===== src/rtl/instr_fetch_unit.sv =====
// Single-stage instruction fetch with IF/ID pipeline register, redirect/stall handling and halt detection.
// Optional performance counters are enabled by defining IFU_PERF_COUNT_EN.
module instr_fetch_unit #(
    parameter logic [31:0] RESET_PC  = 32'h0000_0000,
    parameter logic [31:0] HALT_WORD = 32'hFFFF_FFFF
) (
    input  logic        clk,
    input  logic        reset,
    input  logic        stall,
    input  logic        branch_taken,
    input  logic [31:0] branch_target,
    input  logic        jump,
    input  logic [31:0] jump_target,
    output logic [31:0] imem_addr,
    input  logic [31:0] imem_data,
    output logic [31:0] if_id_instruction,
    output logic [31:0] if_id_pc_plus4,
    output logic        if_id_valid,
`ifdef IFU_PERF_COUNT_EN
    output logic [31:0] fetch_count,
    output logic [31:0] bubble_count,
`endif
    output logic        halted
);

    typedef enum logic [0:0] {
        ST_RUN    = 1'b0,
        ST_HALTED = 1'b1
    } state_t;

    localparam logic [31:0] RESET_PC_ALIGNED = {RESET_PC[31:2], 2'b00};

    state_t      r_state;
    logic [31:0] r_pc;
    logic [31:0] r_instr;
    logic [31:0] r_pc_plus4;
    logic        r_valid;

    state_t      w_state_nxt;
    logic [31:0] w_pc_nxt;
    logic [31:0] w_instr_nxt;
    logic [31:0] w_pc_plus4_nxt;
    logic        w_valid_nxt;
    logic        w_load_fetch;
    logic        w_load_bubble;
    logic [31:0] w_pc_inc;

    assign w_pc_inc = r_pc + 32'd4;

    // Next-state selection: jump beats branch beats stall beats normal fetch; HALTED holds everything.
    always_comb begin
        w_state_nxt    = r_state;
        w_pc_nxt       = r_pc;
        w_instr_nxt    = r_instr;
        w_pc_plus4_nxt = r_pc_plus4;
        w_valid_nxt    = r_valid;
        w_load_fetch   = 1'b0;
        w_load_bubble  = 1'b0;
        case (r_state)
            ST_RUN: begin
                if (jump) begin
                    w_pc_nxt       = {jump_target[31:2], 2'b00};
                    w_instr_nxt    = 32'h0000_0000;
                    w_pc_plus4_nxt = 32'h0000_0000;
                    w_valid_nxt    = 1'b0;
                    w_load_bubble  = 1'b1;
                end else if (branch_taken) begin
                    w_pc_nxt       = {branch_target[31:2], 2'b00};
                    w_instr_nxt    = 32'h0000_0000;
                    w_pc_plus4_nxt = 32'h0000_0000;
                    w_valid_nxt    = 1'b0;
                    w_load_bubble  = 1'b1;
                end else if (stall) begin
                    w_pc_nxt       = r_pc;
                end else if (imem_data == HALT_WORD) begin
                    // Halt word is swallowed: PC stays on it and a bubble goes downstream.
                    w_state_nxt    = ST_HALTED;
                    w_instr_nxt    = 32'h0000_0000;
                    w_pc_plus4_nxt = 32'h0000_0000;
                    w_valid_nxt    = 1'b0;
                    w_load_bubble  = 1'b1;
                end else begin
                    w_pc_nxt       = w_pc_inc;
                    w_instr_nxt    = imem_data;
                    w_pc_plus4_nxt = w_pc_inc;
                    w_valid_nxt    = 1'b1;
                    w_load_fetch   = 1'b1;
                end
            end
            ST_HALTED: begin
                w_state_nxt = ST_HALTED;
            end
            default: begin
                w_state_nxt = ST_RUN;
            end
        endcase
    end

    // PC, FSM state and IF/ID pipeline register.
    always_ff @(posedge clk or posedge reset) begin
        if (reset) begin
            r_state    <= ST_RUN;
            r_pc       <= RESET_PC_ALIGNED;
            r_instr    <= 32'h0000_0000;
            r_pc_plus4 <= 32'h0000_0000;
            r_valid    <= 1'b0;
        end else begin
            r_state    <= w_state_nxt;
            r_pc       <= w_pc_nxt;
            r_instr    <= w_instr_nxt;
            r_pc_plus4 <= w_pc_plus4_nxt;
            r_valid    <= w_valid_nxt;
        end
    end

`ifdef IFU_PERF_COUNT_EN
    logic [31:0] r_fetch_count;
    logic [31:0] r_bubble_count;

    // Fetch/bubble counters; load strobes are only raised in RUN, so they freeze in HALTED.
    always_ff @(posedge clk or posedge reset) begin
        if (reset) begin
            r_fetch_count  <= 32'h0000_0000;
            r_bubble_count <= 32'h0000_0000;
        end else begin
            if (w_load_fetch) begin
                r_fetch_count <= r_fetch_count + 32'd1;
            end else begin
                r_fetch_count <= r_fetch_count;
            end
            if (w_load_bubble) begin
                r_bubble_count <= r_bubble_count + 32'd1;
            end else begin
                r_bubble_count <= r_bubble_count;
            end
        end
    end

    assign fetch_count  = r_fetch_count;
    assign bubble_count = r_bubble_count;
`else
    logic w_unused_strobes;
    assign w_unused_strobes = w_load_fetch ^ w_load_bubble;
`endif

    assign imem_addr         = r_pc;
    assign if_id_instruction = r_instr;
    assign if_id_pc_plus4    = r_pc_plus4;
    assign if_id_valid       = r_valid;
    assign halted            = (r_state == ST_HALTED);

endmodule

===== config.mk =====
export PLATFORM = sky130hd
export DESIGN_NAME = instr_fetch_unit
export DESIGN_NICKNAME = d
export VERILOG_FILES = /design/src/rtl/instr_fetch_unit.sv
export SDC_FILE = /design/constraint.sdc
export NUM_CORES = 1
export LEC_CHECK = 0
export BUFFER_PORTS_ARGS = -buffer_cell sky130_fd_sc_hd__buf_2
export CAP_MARGIN = 30
export CORE_UTILIZATION = 45
export DETAILED_ROUTE_END_ITERATION = 6
export GPL_TIMING_DRIVEN = 0
export HOLD_SLACK_MARGIN = 0.06
export PLACE_DENSITY_LB_ADDON = 0.15
export SLEW_MARGIN = 5
export SYNTH_ARGS = -nofsm -noshare
export SYNTH_HDL_FRONTEND = slang
export SYNTH_SLANG_ARGS = --single-unit
export TNS_END_PERCENT = 30

===== constraint.sdc =====
create_clock -name clk -period 3.9 [get_ports clk]
set_input_delay 0 -clock clk [delete_from_list [all_inputs] [get_ports clk]]
set_output_delay 0 -clock clk [all_outputs]
set_load 0.03 [all_outputs]

# Word level (Yosys, flattened, before mapping)
# Cells that the tools add are included.
# Widths: inputs -> output; s select.
dict set report word_totals {
  regBits 98
  in_bits 101
  output_inout_bits 98
  word_cells 33
}
dict set report op_classes {
  addsub 1
  n_eq_ne 3
  muxes 21
  n_bitwise 1
  reduce_logical 2
}
# op count
set ops {}
lappend ops {{$mux 32} 12}
lappend ops {{$add 32x3->32 const B} 1}
lappend ops {{$eq 32x32->1 const B} 1}
lappend ops {{$mux 1} 8}
lappend ops {{$ne 3x1->1 const B} 1}
lappend ops {{$ne 3x3->1 const B} 1}
lappend ops {{$reduce_and 3->1} 1}
lappend ops {{$pmux 1 s2} 1}
lappend ops {{$reduce_and 2->1} 1}
lappend ops {{$not 1->1} 1}

# Logic depth before layout (Yosys ltp)
# Gate-level depths: netlist of run 1.
dict set report logic_depth {
  word_depth 6
  mapped_depth 8
  ltp_nobuf 6
}

# Worst setup path after synthesis of run 1
# No wires, ideal clock.
dict set report synth_path {
  path_type {reg-to-reg}
  startpoint {register r_pc[4], in the netlist imem_addr[4]}
  endpoint {register r_pc[27], in the netlist imem_addr[27]}
  setup_time_ns 0.122
  arrival_ns 2.139
  required_ns 3.778
  path_slack_ns 1.639
  path_stages_with_launch 8
  n_path_buf 2
  period_less_slack_ns 2.261
  path_cell_list {dfrtp_1 > buf_2 > nand4_1 > or4_1 > buf_2 > or4_1 > nand3_1 > nand2_1}
}
dict set report synth_between {
  elab_chain_len 5
}
# item line_no
set synth_rtl {}
lappend synth_rtl {{start, declared} 34} ;# logic [31:0] r_pc;
lappend synth_rtl {{start signal, assigned} 109} ;# r_pc <= w_pc_nxt;
lappend synth_rtl {{$add 32x3->32} 48} ;# assign w_pc_inc = r_pc + 32'd4;
lappend synth_rtl {{$mux 32} 75} ;# end else if (imem_data == HALT_WORD) begin
lappend synth_rtl {{$mux 32} 73} ;# end else if (stall) begin
lappend synth_rtl {{$mux 32} 67} ;# end else if (branch_taken) begin
lappend synth_rtl {{$mux 32} 61} ;# if (jump) begin
# Every way passes these cells. The select of a mux whose other input is x is not followed.
# A chain may end at the register's enable or synchronous reset.

# Worst setup path in the final report of run 1
dict set report layout_path {
  startpoint {register r_pc[4], in the netlist imem_addr[4]}
  endpoint {register r_pc[25], in the netlist imem_addr[25]}
}
# Same word-level chain as after synthesis.

==> flow_summary.json, run 1 <==
{
  "worst_setup_path_startpoint": "imem_addr[4]$_DFFE_PP0P_",
  "fmax_ghz": 0.3310,
  "rr_worst_depth": 7,
  "pin_count": 199,
  "cp-end-kind": "register",
  "ys_warn_count": 0,
  "die_area_sq_um": 11170,
  "grt_pass1_wl_mm": 27.57,
  "drt_iter0_markers": 482,
  "setup_tns_ps": 0,
  "cts_made_buffers": 9,
  "htree_levels": 3,
  "nets": 898,
  "clockRootBuffer": "clkbuf_8",
  "synthesis.area_sq_um": 4837,
  "port_buffers": 192,
  "drcViolationCount": 0,
  "vdd_drop_max_v": 0.0001766,
  "dr_wl_met2_mm": 8.150,
  "clockBufferDepth": 2,
  "dr.max_layer_used": "met4",
  "drv_slew": 0,
  "min_period_ps": 3021,
  "clk_pin_slew_ps": 90,
  "cts-resized-gates": 0,
  "rsz0062_at_grt": "false",
  "maxCapViolations": 0,
  "synth_edf_count": 0,
  "grt.overflow.total": 0,
  "worst_pin_slew_ps": 868.2,
  "via_per_inst": 5.795,
  "synth-async-reset-ratio_pct": 100.0,
  "fill_cells": 870,
  "fin_skew_ps": 11.29,
  "cp.arrival_ps": 3330,
  "multi_input_area_sq_um": 2283,
  "core_sq_um": 10370,
  "clock_latency_ps": 370,
  "post_drt_wl_per_cell_microns": 19.12,
  "grt_antenna_before_repair": 0,
  "drive_gt1_share_pct": 27.72,
  "crit_path_start_kind": "register",
  "slew_headroom_pct": 41.64,
  "die_w_microns": 105.7,
  "power.leakage_nw": 3.386,
  "holdPathStages": 4,
  "cts_tree": "built",
  "grt_max_degree": 57,
  "fin_util_pct": 68.23,
  "synth.distinct_cells": 53,
  "worst_hold_startpoint": "branch_target[5]",
  "cts.sinks": 95,
  "synth.avg_cell_area_sq_um": 9.617,
  "ys_seq_area_share_pct": 49.15,
  "hold_class": "in -> reg",
  "status": "complete, no violations",
  "start_util_pct": 46.65,
  "ys_seq_elements": 95,
  "ys_top_cells_by_area": "dfrtp_1 49%, a22o_1 7.4%, o21ai_0 5.3%",
  "synth_ff_type": "dfrtp_1",
  "dr_wl_met3_mm": 1.838,
  "required_ps": 4210,
  "detail-route-antenna-nets": 0,
  "routed_wl_mm": 17.92,
  "final-hold-violation-count": 0,
  "crit_path_max_fanout": 8,
  "r2r_slack_ps": 880,
  "gp_congestion": 0.9205,
  "synth_cells": 503,
  "finalCritPeriodShare_pct": 77.47,
  "diodes": 0,
  "wl_met1_mm": 7.214,
  "power.density_nw_per_um2": 351.3,
  "grt_pass1_vias": 5264,
  "num_rows": 37,
  "drt-pass1-iter-count": 5,
  "reg2reg_from": "imem_addr[4]$_DFFE_PP0P_",
  "fp.dieH_microns": 105.7,
  "setup_viol": 0,
  "seq_area_sq_um": 2377,
  "areaGrowthSynthToFinish_pct": 46.28,
  "netlist.area_leader.share_pct": 49.15,
  "synth_area_leader_cell": "dfrtp_1",
  "crit_type": "reg -> reg",
  "grt_util_all_layers_pct": 32.43,
  "post-dp-hpwl_mm": 12.27,
  "num_vias": 5430
}
## cell usage in the layout (no fill, tap or decap), types with 5 or more instances in the layout
| master | synthesis | final |
|---|---|---|
| a21o_1 | 5 | 5 |
| a21oi_1 | 32 | 32 |
| a22o_1 | 41 | 41 |
| a31oi_1 | 6 | 6 |
| and3_1 | 14 | 14 |
| buf_1 | 6 | 6 |
| buf_2 | 2 | 195 |
| clkbuf_1 | 27 | 29 |
| clkbuf_8 | 0 | 10 |
| dfrtp_1 | 95 | 95 |
| dlygate4sd3_1 | 0 | 87 |
| nand2_1 | 49 | 49 |
| nand2b_1 | 5 | 5 |
| nand3_1 | 17 | 17 |
| nand4_1 | 14 | 14 |
| nor2_1 | 22 | 22 |
| nor3_1 | 6 | 6 |
| o211ai_1 | 8 | 8 |
| o21ai_0 | 51 | 51 |
| o31a_1 | 6 | 6 |
| xnor2_1 | 15 | 15 |
| xor2_1 | 13 | 13 |
## per-layer routing
layer,track usage (%),up-vias
li1,-,2467
met1,43.59,2558
met2,50.56,347
met3,5.257,58
met4,16.57,0
met5,0,-
## path summary, 6_finish.rpt
| check | endpoint |
|---|---|
| setup / recovery | imem_addr[25]$_DFFE_PP0P_ |
| hold reg to reg | if_id_pc_plus4[28]$_DFFE_PP0P_ |
| min in group asynchronous | imem_addr[10]$_DFFE_PP0P_ |
| hold / removal | imem_addr[5]$_DFFE_PP0P_ |
| max in group asynchronous | if_id_pc_plus4[10]$_DFFE_PP0P_ |
| setup reg to reg | imem_addr[25]$_DFFE_PP0P_ |
## layout make-up
cell class              count  share of cell area (%)
well taps                 136                   2.405
inverters                   5                  0.3006
repair buffers            281                   26.35
clock buffers              12                   2.051
flip-flops and latches     95                   33.60
clock inverters             4                  0.7427
plain buffers              39                   2.281
multi-input cells         365                   32.27
## flip-flops by register name, indices dropped and copies added (netlist names)
name,flops
halted,1
if_id_instruction,32
if_id_valid,1
imem_addr,30
if_id_pc_plus4,31
## report_power, final
group          internal (mW)  switching, mW  leakage (nW)  total, mW
clock                  0.319          0.356         0.101      0.675
combinational          0.265          0.406          2.05      0.671
sequential              1.06         0.0833          1.23       1.14
total                   1.64          0.846          3.39       2.49
## timing repair
item,in CTS,in global routing
buffers inserted,0,0
hold buffers,87,0
endpoints found under the hold margin,102,0
setup endpoints to repair,0,0
## metrics by stage
step | instance area, sq um | worst slack [ps] | total power [mW] | instances | hold WS (ps)
6_report | 7076 | 878.9 | 2.486 | 937 | 55.64
4_1_cts | 7076 | 1008 | 2.472 | 937 | 60.30
2_1_floorplan | 4841 | 1423 | 1.502 | 504 | 96.11
3_3_place_gp | 5972 | 225.3 | 1.716 | 832 | 213.0
3_5_place_dp | 6007 | 1505 | 1.730 | 834 | 90.44
5_1_grt | 7076 | 743.5 | 2.592 | 937 | 72.83
## kinds of logic after synthesis
logic type / after synthesis / synth area share, %
AOI/OAI and AO/OA: 187 / 26.20
xor gates and xnor gates: 28 / 5.070
adders and majority gates: 1 / 0.2586
buffers and inverters: 44 / 3.725
DFF: 95 / 49.15
muxes: 2 / 0.4139
other: 1 / 0.07753
and+or+nand+nor: 145 / 15.11
## Yosys cell counts, types with 6 or more instances
| library cell | number |
|---|---|
| nor2_1 | 22 |
| a31oi_1 | 6 |
| clkbuf_1 | 27 |
| o21ai_0 | 51 |
| xnor2_1 | 15 |
| nand2_1 | 49 |
| a22o_1 | 41 |
| buf_1 | 6 |
| a21oi_1 | 32 |
| o31a_1 | 6 |
| xor2_1 | 13 |
| o211ai_1 | 8 |
| nand4_1 | 14 |
| nand3_1 | 17 |
| and3_1 | 14 |
| dfrtp_1 | 95 |
| nor3_1 | 6 |
## critical path, cell delays in order, from the launching register on
cell,delay [ps]
dfrtp_1,360
buf_2,190
nand4_1,190
nor4_2,760
nand2_1,280
o41ai_1,430
a31o_2,200
dlygate4sd3_1,550
No activity file was read; power rests on OpenSTA's default activity.
==> run 2: changes to the inputs <==
clock period = 2.9 ns   (was 3.9 ns; I/O delays follow)
==> run 2 against run 1 <==
Largest cell class unchanged. Non-clock buffer count is the same. Maximum frequency is 9.9% higher. Core utilization rose by 0.40 points. Die area did not move. Via count shrank 0.74%. Critical endpoint is now imem_addr[22]$_DFFE_PP0P_. Critical path type unchanged. Worst setup slack worse by 730 ps. Cell count is the same.
==> flow_summary.json, run 2 (synthesis gave the netlist of run 1 again) <==
{
  "slew_headroom_pct": 48.02,
  "required_ps": 3220,
  "fmax_ghz": 0.3637,
  "multi_input_area_sq_um": 2323,
  "min_period_ps": 2749,
  "power.leakage_nw": 3.430,
  "grt_pass1_vias": 5279,
  "fp.dieH_microns": 105.7,
  "layout_common_cells": "195 x buf_2, 94 x dfrtp_1, 87 x dlygate4sd3_1",
  "critPathMaxStageDelay_ps": 560,
  "fin_skew_ps": 14.45,
  "hold_ws_ps": 50.99,
  "hold_class": "in -> reg",
  "htree_levels": 3,
  "postCtsSetupBuffers": 0,
  "power.density_nw_per_um2": 471.8,
  "crit_path_max_fanout": 7,
  "drv_slew": 0,
  "layout_commonest_cell": "buf_2",
  "clockBufferDepth": 2,
  "drive_gt1_share_pct": 28.09,
  "cts.sinks": 95,
  "grt_pass1_wl_mm": 27.64,
  "diodes": 0,
  "drt_iter0_markers": 371,
  "post_drt_wl_per_cell_microns": 19.34,
  "num_vias": 5390,
  "core_sq_um": 10370,
  "clock_latency_ps": 380,
  "gp_congestion": 0.9205,
  "die_area_sq_um": 11170,
  "seq_area_sq_um": 2379,
  "crit_type": "reg -> reg",
  "clockRootBuffer": "clkbuf_8",
  "dp_slack_ps": 504.7,
  "cp_slowest_cell": "dlygate4sd3_1",
  "grt_antenna_before_repair": 0,
  "nets": 898,
  "vdd_drop_max_v": 0.0002382,
  "largest_register_ffs": 32,
  "clk_pin_slew_ps": 100,
  "areaGrowthSynthToFinish_pct": 47.13,
  "worst_pin_slew_ps": 779.8,
  "placedCellCount": 834,
  "grt_max_degree": 57,
  "setup_viol": 0,
  "status": "complete, no violations",
  "fin_util_pct": 68.63,
  "final-hold-violation-count": 0,
  "maxCapViolations": 0,
  "dpl_cell_area_sq_um": 6007,
  "drcViolationCount": 0,
  "worst_setup_path_startpoint": "imem_addr[2]$_DFFE_PP0P_",
  "grt.overflow.total": 0,
  "worst_hold_startpoint": "branch_target[5]",
  "power_mw": 3.358,
  "post-dp-hpwl_mm": 12.27,
  "rsz0062_at_grt": "true",
  "grt_util_all_layers_pct": 32.49,
  "pin_count": 199,
  "fin_cells": 937,
  "cp-end-kind": "register",
  "design_area_sq_um": 7117,
  "detail-route-antenna-nets": 0,
  "crit_path_start_kind": "register",
  "via_per_inst": 5.752,
  "cts_tree": "built",
  "cts_made_buffers": 9,
  "reg2reg_from": "imem_addr[2]$_DFFE_PP0P_",
  "routed_wl_mm": 18.12,
  "die_w_microns": 105.7,
  "crit_chain": "ha_1 -> and3_1 -> nand4_1 -> or3_1 -> o31a_1 -> o21ai_0 -> dlygate4sd3_1",
  "cp.arrival_ps": 3070,
  "fill_cells": 858,
  "setup_tns_ps": 0,
  "fin_ws_ps": 150.7,
  "finalCritPeriodShare_pct": 94.80,
  "port_buffers": 192,
  "num_rows": 37,
  "drt-pass1-iter-count": 5,
  "start_util_pct": 46.65
}
[run 2: area by class of cell]
class                   count  share of cell area, %
flip-flops and latches     95                  33.42
multi-input cells         365                  32.65
repair buffers            281                  26.20
well taps                 136                  2.391
plain buffers              39                  2.268
clock buffers              12                  2.039
clock inverters             4                 0.7384
inverters                   5                 0.2989
[run 2: path summary, 6_finish.rpt]
path | end | slack (ps) | depth (start not counted)
max | imem_addr[22]$_DFFE_PP0P_ | 150 | 7
min | imem_addr[5]$_DFFE_PP0P_ | 50 | 4
max reg2reg | imem_addr[22]$_DFFE_PP0P_ | 150 | 7
min reg2reg | if_id_pc_plus4[28]$_DFFE_PP0P_ | 480 | 2
max in group asynchronous | if_id_pc_plus4[9]$_DFFE_PP0P_ | 2000 | 4
min in group asynchronous | imem_addr[15]$_DFFE_PP0P_ | 240 | 3
[run 2: where the power goes]
part	internal, mW	switching [mW]	leakage, nW
sequential	1.42	0.113	1.23
clock	0.428	0.488	0.101
combinational	0.357	0.550	2.10
[run 2: worst max-delay path: cells and delay by family, from the launching register on]
family / cells / cell delay, ps
buffers and inverters: 1 / 560
AND/OR/NAND/NOR: 3 / 1010
flip-flops: 1 / 460
adder cells (fa/ha/maj): 1 / 270
AO/OA/AOI/OAI: 2 / 390
[run 2: metal layers]
metal  track usage (%)  part of all wire, %  vias up
met3             5.257                  9.2       68
met2             50.70                   45      314
met5                 0                    0        -
li1                  -                    -     2461
met4             16.77                  4.4        0
met1             43.59                   41     2547
[run 2: timing repair]
item / in CTS / in global routing
resized for setup: 0 / 7
hold endpoints to repair: 102 / 0
setup endpoints to repair: 0 / 11
hold buffers: 87 / 0
